==> config.mk <==
export PLATFORM = sky130hd
export DESIGN_NAME = lsu_mem_stage_flat
export DESIGN_NICKNAME = d
export VERILOG_FILES = /design/src/rtl/lsu_pkg.sv /design/src/rtl/lsu_mem_stage_if.sv /design/src/rtl/lsu_load_align.sv /design/src/rtl/lsu_mem_stage.sv /design/src/flat_wrapper.sv
export SDC_FILE = /design/constraint.sdc
export NUM_CORES = 1
export LEC_CHECK = 0
export CAP_MARGIN = 20
export CORE_AREA = 2 2 99 101
export CTS_BUF_LIST = sky130_fd_sc_hd__clkbuf_2 sky130_fd_sc_hd__clkbuf_4 sky130_fd_sc_hd__clkbuf_8
export CTS_CLUSTER_SIZE = 16
export DETAILED_ROUTE_END_ITERATION = 16
export DIE_AREA = 0 0 101 103
export DONT_BUFFER_PORTS = 1
export PLACE_DENSITY = 0.75
export SYNTH_ARGS = -nofsm -noshare
export SYNTH_HDL_FRONTEND = slang
export SYNTH_HIERARCHICAL = 1
export SYNTH_SLANG_ARGS = --single-unit
==> constraint.sdc <==
create_clock -name clk_i -period 2.47 [get_ports clk_i]
set_input_delay 0.1235 -clock clk_i [delete_from_list [all_inputs] [get_ports clk_i]]
set_output_delay 0.1235 -clock clk_i [all_outputs]
set_load 0.02 [all_outputs]
==> src/rtl/lsu_pkg.sv <==
// Shared types, funct3 encodings and access-check helpers for the M-stage LSU.
package lsu_pkg;

   typedef enum logic [1:0] {
      IDLE = 2'd0,
      WAIT = 2'd1,
      DONE = 2'd2
   } lsu_state_e;

   localparam logic [2:0] F3_LB  = 3'b000;
   localparam logic [2:0] F3_LH  = 3'b001;
   localparam logic [2:0] F3_LW  = 3'b010;
   localparam logic [2:0] F3_LBU = 3'b100;
   localparam logic [2:0] F3_LHU = 3'b101;
   localparam logic [2:0] F3_SB  = 3'b000;
   localparam logic [2:0] F3_SH  = 3'b001;
   localparam logic [2:0] F3_SW  = 3'b010;

   // Word accesses need off==0, half accesses need an even offset.
   function automatic logic lsu_is_misaligned(input logic [2:0] funct3, input logic [1:0] off);
      case (funct3[1:0])
         2'b10:   return off != 2'b00;
         2'b01:   return off[0];
         default: return 1'b0;
      endcase
   endfunction

   // Loads accept LB/LH/LW/LBU/LHU; stores accept SB/SH/SW only.
   function automatic logic lsu_is_legal_f3(input logic is_load, input logic [2:0] funct3);
      if (is_load)
         return (funct3 == F3_LB) || (funct3 == F3_LH) || (funct3 == F3_LW) ||
                (funct3 == F3_LBU) || (funct3 == F3_LHU);
      return (funct3 == F3_SB) || (funct3 == F3_SH) || (funct3 == F3_SW);
   endfunction

endpackage

==> src/rtl/lsu_mem_stage_if.sv <==
// Single-outstanding data-memory bus between the LSU (master) and memory (slave).
interface lsu_mem_stage_if #(
   parameter int ADDR_W = 32
);
   logic              req;
   logic              we;
   logic [ADDR_W-1:0] addr;
   logic [3:0]        be;
   logic [31:0]       wdata;
   logic              rvalid;
   logic [31:0]       rdata;

   modport master (output req, we, addr, be, wdata, input rvalid, rdata);
   modport slave  (input req, we, addr, be, wdata, output rvalid, rdata);
endinterface

==> src/rtl/lsu_load_align.sv <==
// Selects the addressed byte/half of a read word and sign/zero-extends it.
module lsu_load_align
   import lsu_pkg::*;
(
   input  logic [31:0] rdata,
   input  logic [1:0]  off,
   input  logic [2:0]  funct3,
   output logic [31:0] data
);
   logic [7:0]  byte_sel;
   logic [15:0] half_sel;

   // Lane select followed by extension according to the load type.
   always_comb begin
      case (off)
         2'd0:    byte_sel = rdata[7:0];
         2'd1:    byte_sel = rdata[15:8];
         2'd2:    byte_sel = rdata[23:16];
         default: byte_sel = rdata[31:24];
      endcase
      half_sel = off[1] ? rdata[31:16] : rdata[15:0];
      case (funct3)
         F3_LB:   data = {{24{byte_sel[7]}}, byte_sel};
         F3_LH:   data = {{16{half_sel[15]}}, half_sel};
         F3_LBU:  data = {24'd0, byte_sel};
         F3_LHU:  data = {16'd0, half_sel};
         default: data = rdata;
      endcase
   end
endmodule

==> src/rtl/lsu_mem_stage.sv <==
// M-stage load/store unit: issues one memory transaction per access and
// stalls the pipeline until the response arrives.
module lsu_mem_stage
   import lsu_pkg::*;
#(
   parameter int ADDR_W = 32
) (
   input  logic                   clk_i,
   input  logic                   rst_ni,
   input  logic                   mem_rd_M,
   input  logic                   mem_wr_M,
   input  logic [2:0]             funct3_M,
   input  logic [31:0]            alu_out_M,
   input  logic [31:0]            store_data_M,
   lsu_mem_stage_if.master        dmem,
   output logic [31:0]            data_load_M,
   output logic                   stall_o,
   output logic                   fault_o
);
   lsu_state_e  state;
   logic [2:0]  f3_q;
   logic [1:0]  off_q;
   logic        load_q;
   logic [1:0]  off;
   logic        access;
   logic        fault;
   logic        legal;
   logic [3:0]  be_fmt;
   logic [31:0] wdata_fmt;
   logic [31:0] load_val;

   assign off = alu_out_M[1:0];

   // Access classification: both rd and wr, bad funct3 or misalignment fault.
   always_comb begin
      access = mem_rd_M ^ mem_wr_M;
      fault  = 1'b0;
      if (mem_rd_M && mem_wr_M)
         fault = 1'b1;
      else if (access)
         fault = !lsu_is_legal_f3(mem_rd_M, funct3_M) || lsu_is_misaligned(funct3_M, off);
      legal = access && !fault;
   end

   // Byte-enable and lane replication for the store data.
   always_comb begin
      case (funct3_M[1:0])
         2'b00: begin
            be_fmt    = 4'b0001 << off;
            wdata_fmt = {4{store_data_M[7:0]}};
         end
         2'b01: begin
            be_fmt    = 4'b0011 << off;
            wdata_fmt = {2{store_data_M[15:0]}};
         end
         default: begin
            be_fmt    = 4'b1111;
            wdata_fmt = store_data_M;
         end
      endcase
      if (!mem_wr_M)
         wdata_fmt = '0;
   end

   // WAIT stalls unconditionally so the stall has no path from rvalid.
   assign stall_o = rst_ni && (((state == IDLE) && legal) || (state == WAIT));
   assign fault_o = rst_ni && (state == IDLE) && fault;

   lsu_load_align u_align (
      .rdata  (dmem.rdata),
      .off    (off_q),
      .funct3 (f3_q),
      .data   (load_val)
   );

   // Transaction FSM with registered bus outputs and load capture.
   always_ff @(posedge clk_i or negedge rst_ni) begin
      if (!rst_ni) begin
         state       <= IDLE;
         dmem.req    <= 1'b0;
         dmem.we     <= 1'b0;
         dmem.addr   <= '0;
         dmem.be     <= '0;
         dmem.wdata  <= '0;
         data_load_M <= '0;
         f3_q        <= '0;
         off_q       <= '0;
         load_q      <= 1'b0;
      end else begin
         case (state)
            IDLE: begin
               if (legal) begin
                  dmem.req   <= 1'b1;
                  dmem.we    <= mem_wr_M;
                  dmem.addr  <= {alu_out_M[ADDR_W-1:2], 2'b00};
                  dmem.be    <= be_fmt;
                  dmem.wdata <= wdata_fmt;
                  f3_q       <= funct3_M;
                  off_q      <= off;
                  load_q     <= mem_rd_M;
                  state      <= WAIT;
               end
            end
            WAIT: begin
               if (dmem.rvalid) begin
                  if (load_q)
                     data_load_M <= load_val;
                  dmem.req <= 1'b0;
                  state    <= DONE;
               end
            end
            DONE:    state <= IDLE;
            default: state <= IDLE;
         endcase
      end
   end
endmodule

==> src/flat_wrapper.sv <==
// flat-port wrapper written by rule: the top's interface ports become plain ports
module lsu_mem_stage_flat import lsu_pkg::*;
#(
   parameter int ADDR_W = 32
)
  (clk_i, rst_ni, mem_rd_M, mem_wr_M, funct3_M, alu_out_M, store_data_M, data_load_M, stall_o, fault_o, dmem_req, dmem_we, dmem_addr, dmem_be, dmem_wdata, dmem_rvalid, dmem_rdata);
  lsu_mem_stage_if #(.ADDR_W(ADDR_W)) dmem_i ();
  input  logic clk_i;
  input  logic rst_ni;
  input  logic mem_rd_M;
  input  logic mem_wr_M;
  input  logic [2:0] funct3_M;
  input  logic [31:0] alu_out_M;
  input  logic [31:0] store_data_M;
  output logic [31:0] data_load_M;
  output logic stall_o;
  output logic fault_o;
  output wire logic [$bits(dmem_i.req)-1:0] dmem_req;
  output wire logic [$bits(dmem_i.we)-1:0] dmem_we;
  output wire logic [$bits(dmem_i.addr)-1:0] dmem_addr;
  output wire logic [$bits(dmem_i.be)-1:0] dmem_be;
  output wire logic [$bits(dmem_i.wdata)-1:0] dmem_wdata;
  input wire logic [$bits(dmem_i.rvalid)-1:0] dmem_rvalid;
  input wire logic [$bits(dmem_i.rdata)-1:0] dmem_rdata;
  assign dmem_req = dmem_i.req;
  assign dmem_we = dmem_i.we;
  assign dmem_addr = dmem_i.addr;
  assign dmem_be = dmem_i.be;
  assign dmem_wdata = dmem_i.wdata;
  assign dmem_i.rvalid = dmem_rvalid;
  assign dmem_i.rdata = dmem_rdata;
  lsu_mem_stage #(.ADDR_W(ADDR_W)) u_core (.clk_i(clk_i), .rst_ni(rst_ni), .mem_rd_M(mem_rd_M), .mem_wr_M(mem_wr_M), .funct3_M(funct3_M), .alu_out_M(alu_out_M), .store_data_M(store_data_M), .dmem(dmem_i), .data_load_M(data_load_M), .stall_o(stall_o), .fault_o(fault_o));
endmodule
==> Word-level counts from Yosys, hierarchy flattened <==
Cells that the tools add are included.
{ "word_totals": {"register_bits": 108, "latchBits": 0, "ram_bits": 0, "rom_bits": 0, "inputBits": 104, "output_inout_bits": 104, "word_cells": 76, "n_memories": 0} }
{ "classes": {"n_addsub": 0, "multipliers": 0, "div_mod_pow": 0, "magnitude_cmp": 0, "n_eq_ne": 14, "shifts": 2, "muxes": 24, "bitwise": 1, "n_reduce_logical": 25} }
{ "ops": {"columns": ["operator", "n"], "rows": [
  ["case mux 32 bit (4 select lines)", 1],
  ["case mux 32 bit (2 select lines)", 1],
  ["two-way mux 32 bit", 1],
  ["case mux 8 bit (3 select lines)", 1],
  ["two-way mux 16 bit", 1],
  ["two-way mux 1 bit", 13],
  ["equality test 3 bit, second input constant", 4],
  ["case mux 4 bit (2 select lines)", 1],
  ["equality test 2 x 1 -> 1 bit, second input constant", 3],
  ["equality test 3 x 1 -> 1 bit, second input constant", 2],
  ["logical AND 1 bit", 6],
  ["zero test 2 bit", 3],
  ["zero test 3 bit", 2],
  ["logical OR 1 bit", 6],
  ["AND reduction 3 bit", 2],
  ["equality test 2 bit, second input constant", 2],
  ["two-way mux 2 bit", 2],
  ["case mux 1 bit (2 select lines)", 2],
  ["case mux 2 bit (2 select lines)", 1],
  ["AND reduction 2 bit", 2],
  ["nonzero test 2 bit", 2],
  ["left shift 1 x 2 -> 4 bit, first input constant", 1],
  ["left shift 2 x 2 -> 4 bit, first input constant", 1],
  ["equality test 3 x 2 -> 1 bit, second input constant", 1],
  ["4 further kinds", 5]
]} }

==> Depth between registers and ports, before layout <==
Gate-level depths: netlist (run 1).
{ "logic_depth": {"ltp_word": 18, "ltp_mapped": 9} }

==> Modules after synthesis <==
Netlist (run 1), hierarchy kept.
{ "modules_own_cells": {"columns": ["mod", "n_inst", "cells_each", "area_each_um2", "seq_area_each_um2"], "rows": [
  ["lsu_mem_stage", 1, 355, 4789.6, 2702.6],
  ["lsu_load_align", 1, 131, 723.2, 0.0]
]} }

==> Worst setup path after synthesis (run 1) <==
No wires, ideal clock.
{ "synth_timing": {"kind": "register to register", "start": "register u_core.f3_q[1]", "end": "register u_core.data_load_M[23]", "t_arrival_ns": 1.652, "slack_ns": 0.754, "stages_incl_launch_ff": 8, "path_buffers": 3, "period_less_slack_ns": 1.716, "cell_sequence": "dfrtp_1 > buf_6 > or3_1 > or3_1 > buf_2 > buf_6 > o21ai_0 > mux2_2"} }
{ "synth_between": {"elab_chain_len": 2} }
{ "synth_rtl": {"columns": ["element", "line_no", "source"], "rows": [
  ["start: declaration", "lsu_mem_stage.sv:21", "logic [2:0] f3_q;"],
  ["start signal: assignment", "lsu_mem_stage.sv:98", "f3_q <= funct3_M;"],
  ["equality test 3 bit, or another cell as far along", "lsu_load_align.sv:22", "case (funct3)"],
  ["case mux 32 bit (4 select lines) *", "lsu_load_align.sv:22", null],
  ["named net u_core.load_val[23]", "lsu_mem_stage.sv:30", "logic [31:0] load_val;"],
  ["end signal: assignment", "lsu_mem_stage.sv:107", "data_load_M <= load_val;"],
  ["end: declaration", "lsu_mem_stage.sv:16", "output logic [31:0] data_load_M,"]
]} }
The timed path passes the listed nets; every way through them passes the cells marked *.
A chain may end at the register's enable or synchronous reset.

==> Worst setup path in the final report (run 1) <==
{ "layout_timing": {"start": "register u_core.state[0]", "end": "output port stall_o"} }
{ "layout_between": {"elab_chain_len": 4} }
{ "layout_rtl": {"columns": ["element", "line_no", "source"], "rows": [
  ["start: declaration", "lsu_mem_stage.sv:20", "lsu_state_e state;"],
  ["start signal: assignment", "lsu_mem_stage.sv:79", "state <= IDLE;"],
  ["start signal: assignment", "lsu_mem_stage.sv:101", "state <= WAIT;"],
  ["start signal: assignment", "lsu_mem_stage.sv:109", "state <= DONE;"],
  ["zero test 2 bit", "lsu_mem_stage.sv:66", "assign stall_o = rst_ni && (((state == IDLE) && legal) || (state == WAIT));"],
  ["logical AND 1 bit", "lsu_mem_stage.sv:66", null],
  ["logical OR 1 bit *", "lsu_mem_stage.sv:66", null],
  ["logical AND 1 bit *", "lsu_mem_stage.sv:66", null],
  ["end: declaration", "flat_wrapper.sv:16", "output logic stall_o;"]
]} }
Every way passes the cells marked *; elsewhere a longest branch is shown, timed or not.

==> results.toml, run 1 <==
[outcome]
status = "finished with violations"
violations = "negative hold slack"

[floorplan]
fp-row-count = 36
start_util_pct = 58.3
design.core.area_sq_um = 9460
die_h_microns = 103
die_w_microns = 101
die_area_sq_um = 10400
num_io_pins = 208

[logic_synthesis]
yosysSeqAreaShare_pct = 49.0
synth.avg_cell_area_sq_um = 11.3
synth-edff-count = 0
async_reset_ff_share_pct = 100
synthDistinctLibCells = 35
syn_area_sq_um = 5510
ys_ff_latch = 108
synthCells = 486
synth_flop_cell = "dfrtp_1"
yosys_warnings = 6

[power]
p_comb_share_pct = 27.3
p_sw_share_pct = 41.3
vdd_drop_max_uv = 666
p_clk_share_pct = 15.2
power.density_nw_per_um2 = 1120
switching_power_uw = 2870
p_leak_uw = 0.00284
p_total_uw = 6950
seq_power_share_pct = 57.5
intPower_uw = 4080

[detailed_routing]
vias_per_cell = 5.94
num_vias = 3795
drt_iter0_drc = 220
drc = 0
routed_wl_microns = 13300
firstDrtPassIters = 4
ant_nets = 0
wl_per_cell_microns = 20.7

[setup_path]
slowest_stage = "buf_4"
crit_path_max_incr_delay_ns = 0.42
endpoint_kind = "output port"
worstPathCellList = "nor2_1 > nand3_1 > nor3_4 > buf_4 > o21a_1"
r2r_slack_ns = 0.40
path_max_fanout = 29
critical-path-top-delay-family = "simple AND/OR/NAND/NOR gates"
critical_path_class = "reg2out"
crit_buf_inv = 1
critical_path_required_ns = 2.35
cp.arrival_ns = 1.99
setup.worst_path.start_class = "flop"

[clock_network]
cts_root_buf = "clkbuf_8"
cts_buffers = 9
ctsResizeCount = 0
clock_sinks = 108
postCtsHoldBufs = 49
clock_latency_ns = 0.36
clkTransAtPathRegs_ns = 0.11
post_cts_buffers = 0
htree_levels = 3
cts.path.max_buffers = 2
tritoncts = "yes"

[placement]
placedCellCount = 574
hpwl_microns = 8920
place_congestion = 0.863
numPortBuffers = 0

[sta]
finalHoldViolCount = 108
slew_headroom_pct = 42.6
finalClockSkew_ns = 0.0161
rsz0062_at_grt = "no"
timing.final.crit_share_pct = 85.7
min_period_ns = 2.12
setup_viol = 0
slew_violations = 0
fmax_mhz = 473
setup_tns_ns = 0
worstMarginPinSlew_ns = 0.855
holdWs_ns = -0.549

[grt]
overflow = 0
groute.usage.overall_pct = 25.2
grt_pass1_vias = 3917
grt_pass1_wl_microns = 20100
antenna_found_initial = 0
grt_max_degree = 111

[hold_path]
min_path_type = "in2async"

[cells_and_area]
layout.nets = 629
stdcell_count = 639
drive_above_1_share_pct = 23.4
nFillCells = 756
layout_common_cells = "dfrtp_1 (108), nand2_1 (73), mux2_2 (69)"
syn_to_final_growth_pct = 12.9
antenna_cells = 0
final_common_cell = "dfrtp_1"

[job]
maxCapViolations = 0
cells by family (layout without fill, tap and decap cells):
kind of cell / after synthesis / in the layout / synth area share [%]
adder cells (fa/ha/maj): 4 / 4 / 0.908
AND/OR/NAND/NOR: 123 / 123 / 10.5
flip-flops: 108 / 108 / 49.0
other: 1 / 2 / 0.0680
multiplexers: 107 / 107 / 23.5
buffers and inverters: 53 / 91 / 4.88
AO/OA/AOI/OAI: 90 / 90 / 11.1
per-layer routing:
layer / vias to the layer above / routed length, microns / track usage (%)
met5: - / 0 / 0
met4: 0 / 285 / 10.3
met3: 25 / 1330 / 9.56
met2: 175 / 6440 / 41.1
met1: 1856 / 5200 / 30.4
li1: 1739 / - / -
registers in the layout (all words and copies together) (netlist names):
register and count:
u_core/data_load_M 32, u_core/dmem.addr 30, u_core/dmem.be 4, u_core/dmem.req 1, u_core/dmem.wdata 32, u_core/dmem.we 1, u_core/f3_q 3, u_core/load_q 1
u_core/off_q 2, u_core/state 2
area by class of cell:
class                      instances  area [sq um]  area share, %
clock buffer                      10           138           2.21
timing repair buffer              58           571           9.17
sequential                       108          2700           43.4
tap                              114           143           2.29
multi-input combinational        326          2550           41.0
clock inverter                     5          52.6          0.844
inverter                          18          67.6           1.09
cells in the mapped netlist (2+ instances only):
cell,number,area share (%)
a21boi_0,17,2.3
a21o_1,3,0.41
a21oi_1,2,0.18
a221o_1,8,1.5
a22oi_1,22,3.0
buf_2,8,0.73
buf_4,4,0.54
buf_6,6,1.2
clkbuf_1,17,1.2
dfrtp_1,108,49
ha_1,4,0.91
inv_1,18,1.2
mux2_1,2,0.41
mux2_2,69,14
mux2_4,27,7.4
mux2i_1,9,1.6
nand2_1,73,5.0
nand2b_1,7,0.79
nand3_1,4,0.36
nor2_1,4,0.27
nor2b_1,29,3.3
o21ai_0,28,2.5
o21ai_1,4,0.36
or3_1,2,0.23
path summary, 6_finish.rpt:
path | start | to | cells past startpoint
min in group clk_i | dmem_rdata[4] | u_core/data_load_M[4]$_DFFE_PN0P_ | 3
max in group asynchronous | rst_ni | u_core/dmem.addr[9]$_DFFE_PN0P_ | 0
min reg2reg | u_core/load_q$_DFFE_PN0P_ | u_core/load_q$_DFFE_PN0P_ | 1
max reg2reg | u_core/f3_q[0]$_DFFE_PN0P_ | u_core/data_load_M[8]$_DFFE_PN0P_ | 4
max | u_core/state[0]$_DFFE_PN0P_ | stall_o | 5
min | rst_ni | u_core/data_load_M[5]$_DFFE_PN0P_ | 0
power groups by stage:
stage / registers (uW) / clock network (uW) / logic [uW]
after CTS: 4000 / 1100 / 1880
after global placement: 4010 / 0 / 1720
after detailed placement: 4020 / 0 / 1810
after global routing: 4100 / 1160 / 2080
final: 4000 / 1060 / 1900
after floorplan: 3790 / 0 / 1600
worst reg2reg max path, delay by kind of cell, from the launching register on:
kind	cells	cell delay, ns
AOI/OAI and AO/OA	1	0.22
DFF	1	0.55
and+or+nand+nor	2	1.11
muxes	1	0.14
stage by stage:
step / area [sq um] / worst slack (ns) / hold slack (ns) / utilization, %
floorplan: 5520 / 0.754 / -0.172 / -
global placement: 5540 / 0.447 / -0.168 / 58.5
detailed placement: 5540 / 0.434 / -0.166 / 58.5
CTS: 6220 / 0.333 / -0.577 / 65.7
global route: 6220 / 0.215 / -0.585 / 65.8
finish: 6220 / 0.354 / -0.549 / 65.8
(Power assumes the default switching activity.)
==> inputs of run 2 (changes only) <==
==> constraint.sdc (replaced) <==
create_clock -name clk_i -period 2.47 [get_ports clk_i]
set_input_delay 0.6175 -clock clk_i [delete_from_list [all_inputs] [get_ports clk_i]]
set_output_delay 0.6175 -clock clk_i [all_outputs]
set_load 0.02 [all_outputs]
==> run 2 against run 1 <==
- the flow still finishes with violations (negative hold slack)
- largest cell class unchanged
- global-route usage shrank 1.8 points
- sequential share of layout area up 3.3 points
- critical path type is now in2out
- clock power about the same
- critical path depth up 1
- sequential cell count is the same
- count of clock-buffer cells in the layout down 1
- non-clock buffer count decreased by 46
- utilization fell by 4.6 points
- worst hold slack improved by 0.48 ns
- highest routed layer unchanged
- die area unchanged
- routed wire length fell by 7.1%
- largest power group unchanged
==> results.toml, run 2 (same netlist as run 1, synthesis figures left out) <==
[job]
maxCapViolations = 0

[placement]
numPortBuffers = 0
hpwl_microns = 8870
place_congestion = 0.844
place_worst_setup_slack_ns = 0.0714

[grt]
overflow = 0
antenna_found_initial = 0
groute.usage.overall_pct = 23.4
grt_pass1_wl_microns = 18800
grt_pass1_vias = 3631
grt_max_degree = 111

[clock_network]
htree_levels = 3
tritoncts = "yes"
ctsResizeCount = 0
clock_latency_ns = 0.37
clock_sinks = 108
cts_buffers = 9
cts_root_buf = "clkbuf_8"
clkTransAtPathRegs_ns = 0.11
post_cts_buffers = 0
cts.path.max_buffers = 2

[detailed_routing]
drc = 0
ant_nets = 0
wl_per_cell_microns = 20.7
routed_wl_microns = 12300
num_vias = 3568
firstDrtPassIters = 4
vias_per_cell = 6.01
drt_iter0_drc = 142

[sta]
setup_viol = 0
rsz0062_at_grt = "no"
fmax_mhz = 431
holdWs_ns = -0.0651
worstMarginPinSlew_ns = 1.09
slew_headroom_pct = 26.7
timing.final.crit_share_pct = 94.0
setup_tns_ns = 0
finalHoldViolCount = 108
finalClockSkew_ns = 0.0129
setup_ws_ns = 0.148
min_period_ns = 2.32
slew_violations = 0

[cells_and_area]
antenna_cells = 0
syn_to_final_growth_pct = 5.02
layout_common_cells = "dfrtp_1 (108), nand2_1 (73), mux2_2 (69)"
layout.nets = 583
final_common_cell = "dfrtp_1"
drive_above_1_share_pct = 27.5
largestRegisters = "u_core/data_load_M x32, u_core/dmem.wdata x32, u_core/dmem.addr x30"

[setup_path]
slowest_stage = "nor3_4"
startpoint = "funct3_M[0]"
path_max_fanout = 4
crit_path_max_incr_delay_ns = 0.33
crit_buf_inv = 1
critical_path_class = "in2out"
setup.worst_path.start_class = "input pin"
endpoint_kind = "output port"
r2r_slack_ns = 0.40
critical_path_required_ns = 1.85
r2r-start = "u_core/f3_q[0]$_DFFE_PN0P_"
cp.arrival_ns = 1.70
critical-path-top-delay-family = "simple AND/OR/NAND/NOR gates"
worstPathCellList = "inv_2 > ha_1 > o211ai_1 > nand2_1 > nor3_4 > o21a_4"

[floorplan]
die_h_microns = 103
design.core.area_sq_um = 9460
fp-row-count = 36
die_area_sq_um = 10400
start_util_pct = 58.3
num_io_pins = 208
die_w_microns = 101

[power]
vdd_drop_max_uv = 556
power.density_nw_per_um2 = 1190
p_leak_uw = 0.00265

[hold_path]
min_path_type = "in2async"

[outcome]
violations = "negative hold slack"
status = "finished with violations"
run 2: metrics by stage:
step | power [uW] | std cells | util [%] | cell area [sq um]
after floorplan | 5400 | 487 | - | 5550
after global placement | 5740 | 578 | 59.1 | 5590
after detailed placement | 5830 | 578 | 59.1 | 5590
after CTS | 6940 | 594 | 61.2 | 5790
after global routing | 7290 | 594 | 61.2 | 5790
final | 6890 | 594 | 61.2 | 5790
run 2: path summary, 6_finish.rpt:
path                                                 endpoint  cells past startpoint
max in group asynchronous   u_core/dmem.wdata[10]$_DFFE_PN0P_                      0
min reg2reg                         u_core/load_q$_DFFE_PN0P_                      1
max reg2reg                u_core/data_load_M[10]$_DFFE_PN0P_                      4
min in group clk_i           u_core/dmem.addr[29]$_DFFE_PN0P_                      1
max                                                   stall_o                      6
min                         u_core/data_load_M[1]$_DFFE_PN0P_                      0
run 2: power breakdown:
part	switching [uW]	total (uW)	internal, uW
logic	770	1820	1050
clock network	620	1090	475
registers	1470	3970	2500
run 2: final cells by class:
| type | count | area [sq um] |
|---|---|---|
| timing repair buffer | 12 | 103 |
| inverter | 18 | 70.1 |
| tap | 114 | 143 |
| multi-input combinational | 326 | 2570 |
| clock buffer | 9 | 124 |
| fill | 756 | 3670 |
| sequential | 108 | 2700 |
| clock inverter | 7 | 73.8 |
run 2: routing by layer:
metal  track usage [%]  up-vias  routed length [microns]
met2              38.8      166                     6120
li1                  -     1650                        -
met5                 0        -                        0
met4              9.15        0                      230
met3              8.88       20                     1310
met1              27.9     1732                     4660
